$ cat src/rtl/sram_arb_pkg.sv
// Shared types and default constants for the SRAM arbiter.
package sram_arb_pkg;

  typedef enum logic [1:0] {
    IDLE = 2'd0,
    RD   = 2'd1,
    WR   = 2'd2,
    TURN = 2'd3
  } state_e;

  localparam int ADDR_W_DEF  = 18;
  localparam int DATA_W_DEF  = 16;
  localparam int ACC_CYC_DEF = 2;

  localparam logic [1:0] BE_INACTIVE = 2'b11;

endpackage

$ cat src/rtl/sram_arb_sched.sv
// Display/host grant selection. Defining SRAM_ARB_STARVE_GUARD_EN adds a
// display-run counter that hands one accept cycle to the host after MAX_DISP_RUN display grants.
module sram_arb_sched
  import sram_arb_pkg::*;
#(
  parameter int MAX_DISP_RUN = 8
)(
  input  logic Clk,
  input  logic Rst,
  input  logic accept,
  input  logic disp_req,
  input  logic host_req,
  output logic disp_gnt,
  output logic host_gnt
);

  logic host_first;

`ifdef SRAM_ARB_STARVE_GUARD_EN
  localparam int RUN_W = (MAX_DISP_RUN < 1) ? 1 : $clog2(MAX_DISP_RUN + 1);
  localparam logic [RUN_W-1:0] RUN_MAX = RUN_W'(MAX_DISP_RUN);

  logic [RUN_W-1:0] run_cnt;

  assign host_first = host_req && (run_cnt == RUN_MAX);

  // Saturates at RUN_MAX; any host grant restarts the run.
  always_ff @(posedge Clk) begin
    if (Rst) begin
      run_cnt <= '0;
    end else if (host_gnt) begin
      run_cnt <= '0;
    end else if (disp_gnt && (run_cnt != RUN_MAX)) begin
      run_cnt <= run_cnt + 1'b1;
    end
  end
`else
  logic unused_cfg;
  assign unused_cfg = ^{Clk, Rst, MAX_DISP_RUN[0]};
  assign host_first = 1'b0;
`endif

  assign disp_gnt = accept && disp_req && !host_first;
  assign host_gnt = accept && host_req && (!disp_req || host_first);

endmodule

$ cat src/rtl/sram_arbiter.sv
// Arbitrates a display read port and a host read/write port onto one async SRAM.
// Optional starvation guard: define SRAM_ARB_STARVE_GUARD_EN.
module sram_arbiter
  import sram_arb_pkg::*;
#(
  parameter int ADDR_W       = ADDR_W_DEF,
  parameter int DATA_W       = DATA_W_DEF,
  parameter int ACC_CYC      = ACC_CYC_DEF,
  parameter int MAX_DISP_RUN = 8
)(
  input  logic              Clk,
  input  logic              Rst,
  // display read port
  input  logic              disp_req,
  input  logic [ADDR_W-1:0] disp_addr,
  output logic              disp_gnt,
  output logic              disp_rvalid,
  output logic [DATA_W-1:0] disp_rdata,
  // host port
  input  logic              host_req,
  input  logic              host_we,
  input  logic [ADDR_W-1:0] host_addr,
  input  logic [DATA_W-1:0] host_wdata,
  input  logic [1:0]        host_be,
  output logic              host_gnt,
  output logic              host_rvalid,
  output logic [DATA_W-1:0] host_rdata,
  output logic              host_wdone,
  // SRAM side
  output logic [ADDR_W-1:0] SRAM_ADDR,
  output logic [1:0]        SRAM_BE,
  output logic              SRAM_NCE,
  output logic              SRAM_NOE,
  output logic              SRAM_NWE,
  output logic [DATA_W-1:0] sram_dq_out,
  output logic              sram_dq_oe,
  input  logic [DATA_W-1:0] sram_dq_in
);

  state_e     state, state_nxt;
  logic [3:0] acc_cnt, acc_nxt;
  logic       last, accept, owner_host;

  assign last   = (acc_cnt == 4'(ACC_CYC - 1));
  assign accept = !Rst && ((state == IDLE) || ((state == RD) && last));

  sram_arb_sched #(
    .MAX_DISP_RUN (MAX_DISP_RUN)
  ) u_sched (
    .Clk      (Clk),
    .Rst      (Rst),
    .accept   (accept),
    .disp_req (disp_req),
    .host_req (host_req),
    .disp_gnt (disp_gnt),
    .host_gnt (host_gnt)
  );

  always_comb begin
    state_nxt = state;
    acc_nxt   = '0;
    case (state)
      IDLE: state_nxt = IDLE;
      RD: begin
        if (last) state_nxt = IDLE;
        else      acc_nxt   = acc_cnt + 4'd1;
      end
      WR: begin
        if (last) state_nxt = TURN;
        else      acc_nxt   = acc_cnt + 4'd1;
      end
      TURN:    state_nxt = IDLE;
      default: state_nxt = IDLE;
    endcase
    // A grant only happens in an accept cycle, so it overrides the default path.
    if (disp_gnt || (host_gnt && !host_we)) begin
      state_nxt = RD;
    end else if (host_gnt) begin
      state_nxt = WR;
    end
  end

  always_ff @(posedge Clk) begin
    if (Rst) begin
      state       <= IDLE;
      acc_cnt     <= '0;
      owner_host  <= 1'b0;
      SRAM_ADDR   <= '0;
      SRAM_BE     <= BE_INACTIVE;
      SRAM_NCE    <= 1'b1;
      SRAM_NOE    <= 1'b1;
      SRAM_NWE    <= 1'b1;
      sram_dq_oe  <= 1'b0;
      sram_dq_out <= '0;
      disp_rvalid <= 1'b0;
      host_rvalid <= 1'b0;
      host_wdone  <= 1'b0;
      disp_rdata  <= '0;
      host_rdata  <= '0;
    end else begin
      state       <= state_nxt;
      acc_cnt     <= acc_nxt;
      disp_rvalid <= 1'b0;
      host_rvalid <= 1'b0;
      host_wdone  <= (state == WR) && last;

      // Read data is captured on the edge that closes the final RD cycle.
      if ((state == RD) && last) begin
        if (owner_host) begin
          host_rvalid <= 1'b1;
          host_rdata  <= sram_dq_in;
        end else begin
          disp_rvalid <= 1'b1;
          disp_rdata  <= sram_dq_in;
        end
      end

      // NOE stays high whenever the arbiter drives the bus.
      case (state_nxt)
        RD: begin
          SRAM_NCE   <= 1'b0;
          SRAM_NOE   <= 1'b0;
          SRAM_NWE   <= 1'b1;
          sram_dq_oe <= 1'b0;
        end
        WR: begin
          SRAM_NCE   <= 1'b0;
          SRAM_NOE   <= 1'b1;
          SRAM_NWE   <= 1'b0;
          sram_dq_oe <= 1'b1;
        end
        default: begin
          SRAM_NCE   <= 1'b1;
          SRAM_NOE   <= 1'b1;
          SRAM_NWE   <= 1'b1;
          sram_dq_oe <= 1'b0;
          SRAM_BE    <= BE_INACTIVE;
        end
      endcase

      if (disp_gnt) begin
        owner_host <= 1'b0;
        SRAM_ADDR  <= disp_addr;
        SRAM_BE    <= 2'b00;
      end else if (host_gnt) begin
        owner_host <= 1'b1;
        SRAM_ADDR  <= host_addr;
        SRAM_BE    <= ~host_be;
        if (host_we) sram_dq_out <= host_wdata;
      end
    end
  end

endmodule

$ cat config.mk
export PLATFORM = sky130hd
export DESIGN_NAME = sram_arbiter
export DESIGN_NICKNAME = d
export VERILOG_FILES = /design/src/rtl/sram_arb_pkg.sv /design/src/rtl/sram_arb_sched.sv /design/src/rtl/sram_arbiter.sv
export SDC_FILE = /design/constraint.sdc
export NUM_CORES = 1
export LEC_CHECK = 0
export ABC_AREA = 1
export CORE_MARGIN = 3
export CORE_UTILIZATION = 38
export CTS_CLUSTER_SIZE = 10
export DETAILED_ROUTE_END_ITERATION = 16
export PLACE_DENSITY = 0.76
export SYNTH_ARGS = -nofsm -noshare
export SYNTH_HDL_FRONTEND = slang
export SYNTH_SLANG_ARGS = --single-unit
$ cat constraint.sdc
create_clock -name Clk -period 2 [get_ports Clk]
set_clock_uncertainty 0.15 [all_clocks]
set_input_delay 0.6 -clock Clk [delete_from_list [all_inputs] [get_ports Clk]]
set_output_delay 0.6 -clock Clk [all_outputs]
set_load 0.1 [all_outputs]
==> summary.md <==
| Metric | Value |
|---|---|
| Mapped Nets | 540 |
| Routed vias | 3561 |
| Register area share after synthesis | 46.9% |
| Final RePlAce weighted congestion | 0.786 |
| Syn Area/Cell | 7.67 um2 |
| Chip width | 102 um |
| Ys async rst share | 0% |
| First-pass GRT wire length | 16200 um |
| Overflow after GRT | 0 |
| Fin util | 72.4% |
| Max Slew Vio Count | 0 |
| Max Cap Viol | 0 |
| # nets final | 705 |
| Tmin final | 2240 ps |
| Final Hold Viols | 0 |
| Post-DR vias/cell | 4.85 |
| Final non-filler cell total | 734 |
| Switching Fraction | 31.9% |
| Combinational power share | 26.7% |
| Die area | 10400 um2 |
| Wirelength per Cell | 14.4 um |
| Status | finished, violations left |
| Setup WS post-layout | -242 ps |
| Crit. End Element | primary output |
| Slew @ Worst Pin | 405 ps |
| Final Setup Violations | 4 |
| CTS buffer count | 9 |
| Leak Pwr | 2.61 nW |
| Final wirelength | 10600 um |
| CTS Buffer Depth | 2 |
| Pwr dens | 658 nW/um2 |
| YS warnings | 0 |
| Period utilisation layout | 112% |
| Vias in the first global route | 3437 |
| Largest area contributor in the netlist | dfxtp_1 |
| Internal | 2.87 mW |
| Worst EP arrival | 1490 ps |
| CTS tree | built |
| Min-delay worst type | register to register |
| Clock Power Share | 31.9% |
| Hpwl dp | 7770 um |
| Largest net degree at the start of global routing | 38 |
| Crit-path max FO | 4 |
| Failing checks | setup timing |
| Total track usage | 19.7% |
| FMAX | 446 MHz |
| Max-slew headroom | 73.0% |
| IO Count | 152 |
| Prevailing post-synth register cell | dfxtp_1 |
| DRC viols | 0 |
| Cells after synthesis | 456 |
| # clock sinks | 82 |
| Placed Cells | 711 |
| Initial Util | 39.6% |
| R2R setup slack | -40 ps |
| Post-synth top cells | dfxtp_1, inv_1, nand2_1 |
| Sequential share of power | 41.4% |
| RSZ-0062 raised after global routing | true |
| Clock slew seen by the registers of the worst setup and hold paths | 80 ps |
| Synth top area share | 46.9% |
| Clock Latency Late Sink | 350 ps |
| Top post-synthesis cells by area | dfxtp_1, a21oi_1, inv_1 |
| Worst VDD drop | 423 uV |
| DRT antenna net count | 0 |
| First-pass DRT Iterations | 4 |
| Die height | 102 um |
| Post-synth EDFFs | 0 |
| Startpoint Class | register |
| Tot Pwr | 4.21 mW |
| Initial antenna violation count | 0 |
| Yosys cell types | 29 |
| CTS root buffer | clkbuf_8 |
| Fin Hold WS | 334 ps |
| Area Overhead vs Synth | 83.0% |
| Rows | 34 |
| Share of cells above drive strength 1 | 25.7% |
| Port-buffer cells | 151 |
| Syn Std Cell Area | 3500 um2 |
| Iteration-0 DRC Markers | 147 |
| H-tree depth | 3 |
| CORE AREA | 8850 um2 |
| Yosys reg bits | 82 |
| Ant. Diodes | 0 |
| Psw | 1.34 mW |
| Setup CP Type | register to primary output |
| CP required | 1250 ps |
==> stage by stage <==
stage	instance area (um2)	TNS (ps)	setup slack [ps]
floorplan	3580	-213	-104
global placement	6010	-14130	-477
global route	6400	-983	-288
finish	6400	-533	-242
detailed placement	6010	-16580	-520
CTS	6290	-503	-231
==> worst max-delay path, stage by stage (launching register included) <==
cell and delay, ps:
dfxtp_4 370, inv_6 70, ha_4 170, nand4_4 120
nand2_4 110, nand2_4 70, clkinv_4 60, buf_12 160
==> power by group through the flow <==
stage               combinational (mW)  clock, mW  sequential, mW
global placement                  1.06          0            1.78
finish                            1.12       1.34            1.75
detailed placement                1.08          0            1.78
floorplan                        0.278          0            2.11
global route                      1.18       1.42            1.75
CTS                               1.09       1.36            1.75
==> cell families after synthesis <==
family / share of synthesized area (%)
and+or+nand+nor: 20.5
adders and majority gates: 3.22
AOI/OAI and AO/OA: 14.6
DFF: 46.9
buffers and inverters: 14.5
xor gates and xnor gates: 0.250
==> cells in the final DEF, fill, tap and decap left out, types with 5 or more instances in the layout <==
cell	count
a21oi_1	67
nand3_1	57
nor2_1	7
o21ai_0	28
buf_12	80
clkbuf_8	9
inv_1	75
clkdlybuf4s50_1	71
buf_4	28
nand2_1	65
ha_4	5
dfxtp_1	78
==> layer usage <==
metal	vias to the layer above	part of all wire [%]	track usage (%)
met5	-	0	0
met4	0	2.4	9.08
met3	20	4.6	3.69
met2	97	54	35.3
met1	1670	39	22.4
li1	1774	-	-
==> sequential cells by signal, summed over array words and instances, names as in the netlist <==
signal / count
disp_rdata: 16
SRAM_ADDR: 18
SRAM_NWE: 1
host_rvalid: 1
owner_host: 1
sram_dq_out: 16
SRAM_NCE: 1
acc_cnt: 4
host_wdone: 1
state: 2
disp_rvalid: 1
SRAM_BE: 2
sram_dq_oe: 1
SRAM_NOE: 1
host_rdata: 16
==> timing repair <==
item	CTS	global route
resized for setup	11	19
setup buffers	4	3
hold buffers	0	0
pin swaps	5	7
setup endpoints to repair	17	20
==> layout make-up <==
cell class / instances / area [um2]
clock buffer: 9 / 124
clock inverter: 7 / 101
fill: 642 / 2440
inverter: 84 / 337
multi-input combinational: 261 / 1490
sequential: 82 / 1650
tap: 108 / 135
timing repair buffer: 183 / 2560
==> worst paths after layout <==
path | startpoint | end | depth (start not counted)
worst max-delay path | state[1] | host_gnt | 7
worst min-delay path | host_rdata[11] | host_rdata[11] | 2
worst max register to register | state[1] | SRAM_BE[1] | 14
worst min register to register | host_rdata[11] | host_rdata[11] | 2
Power figures use the tool's default switching activity.
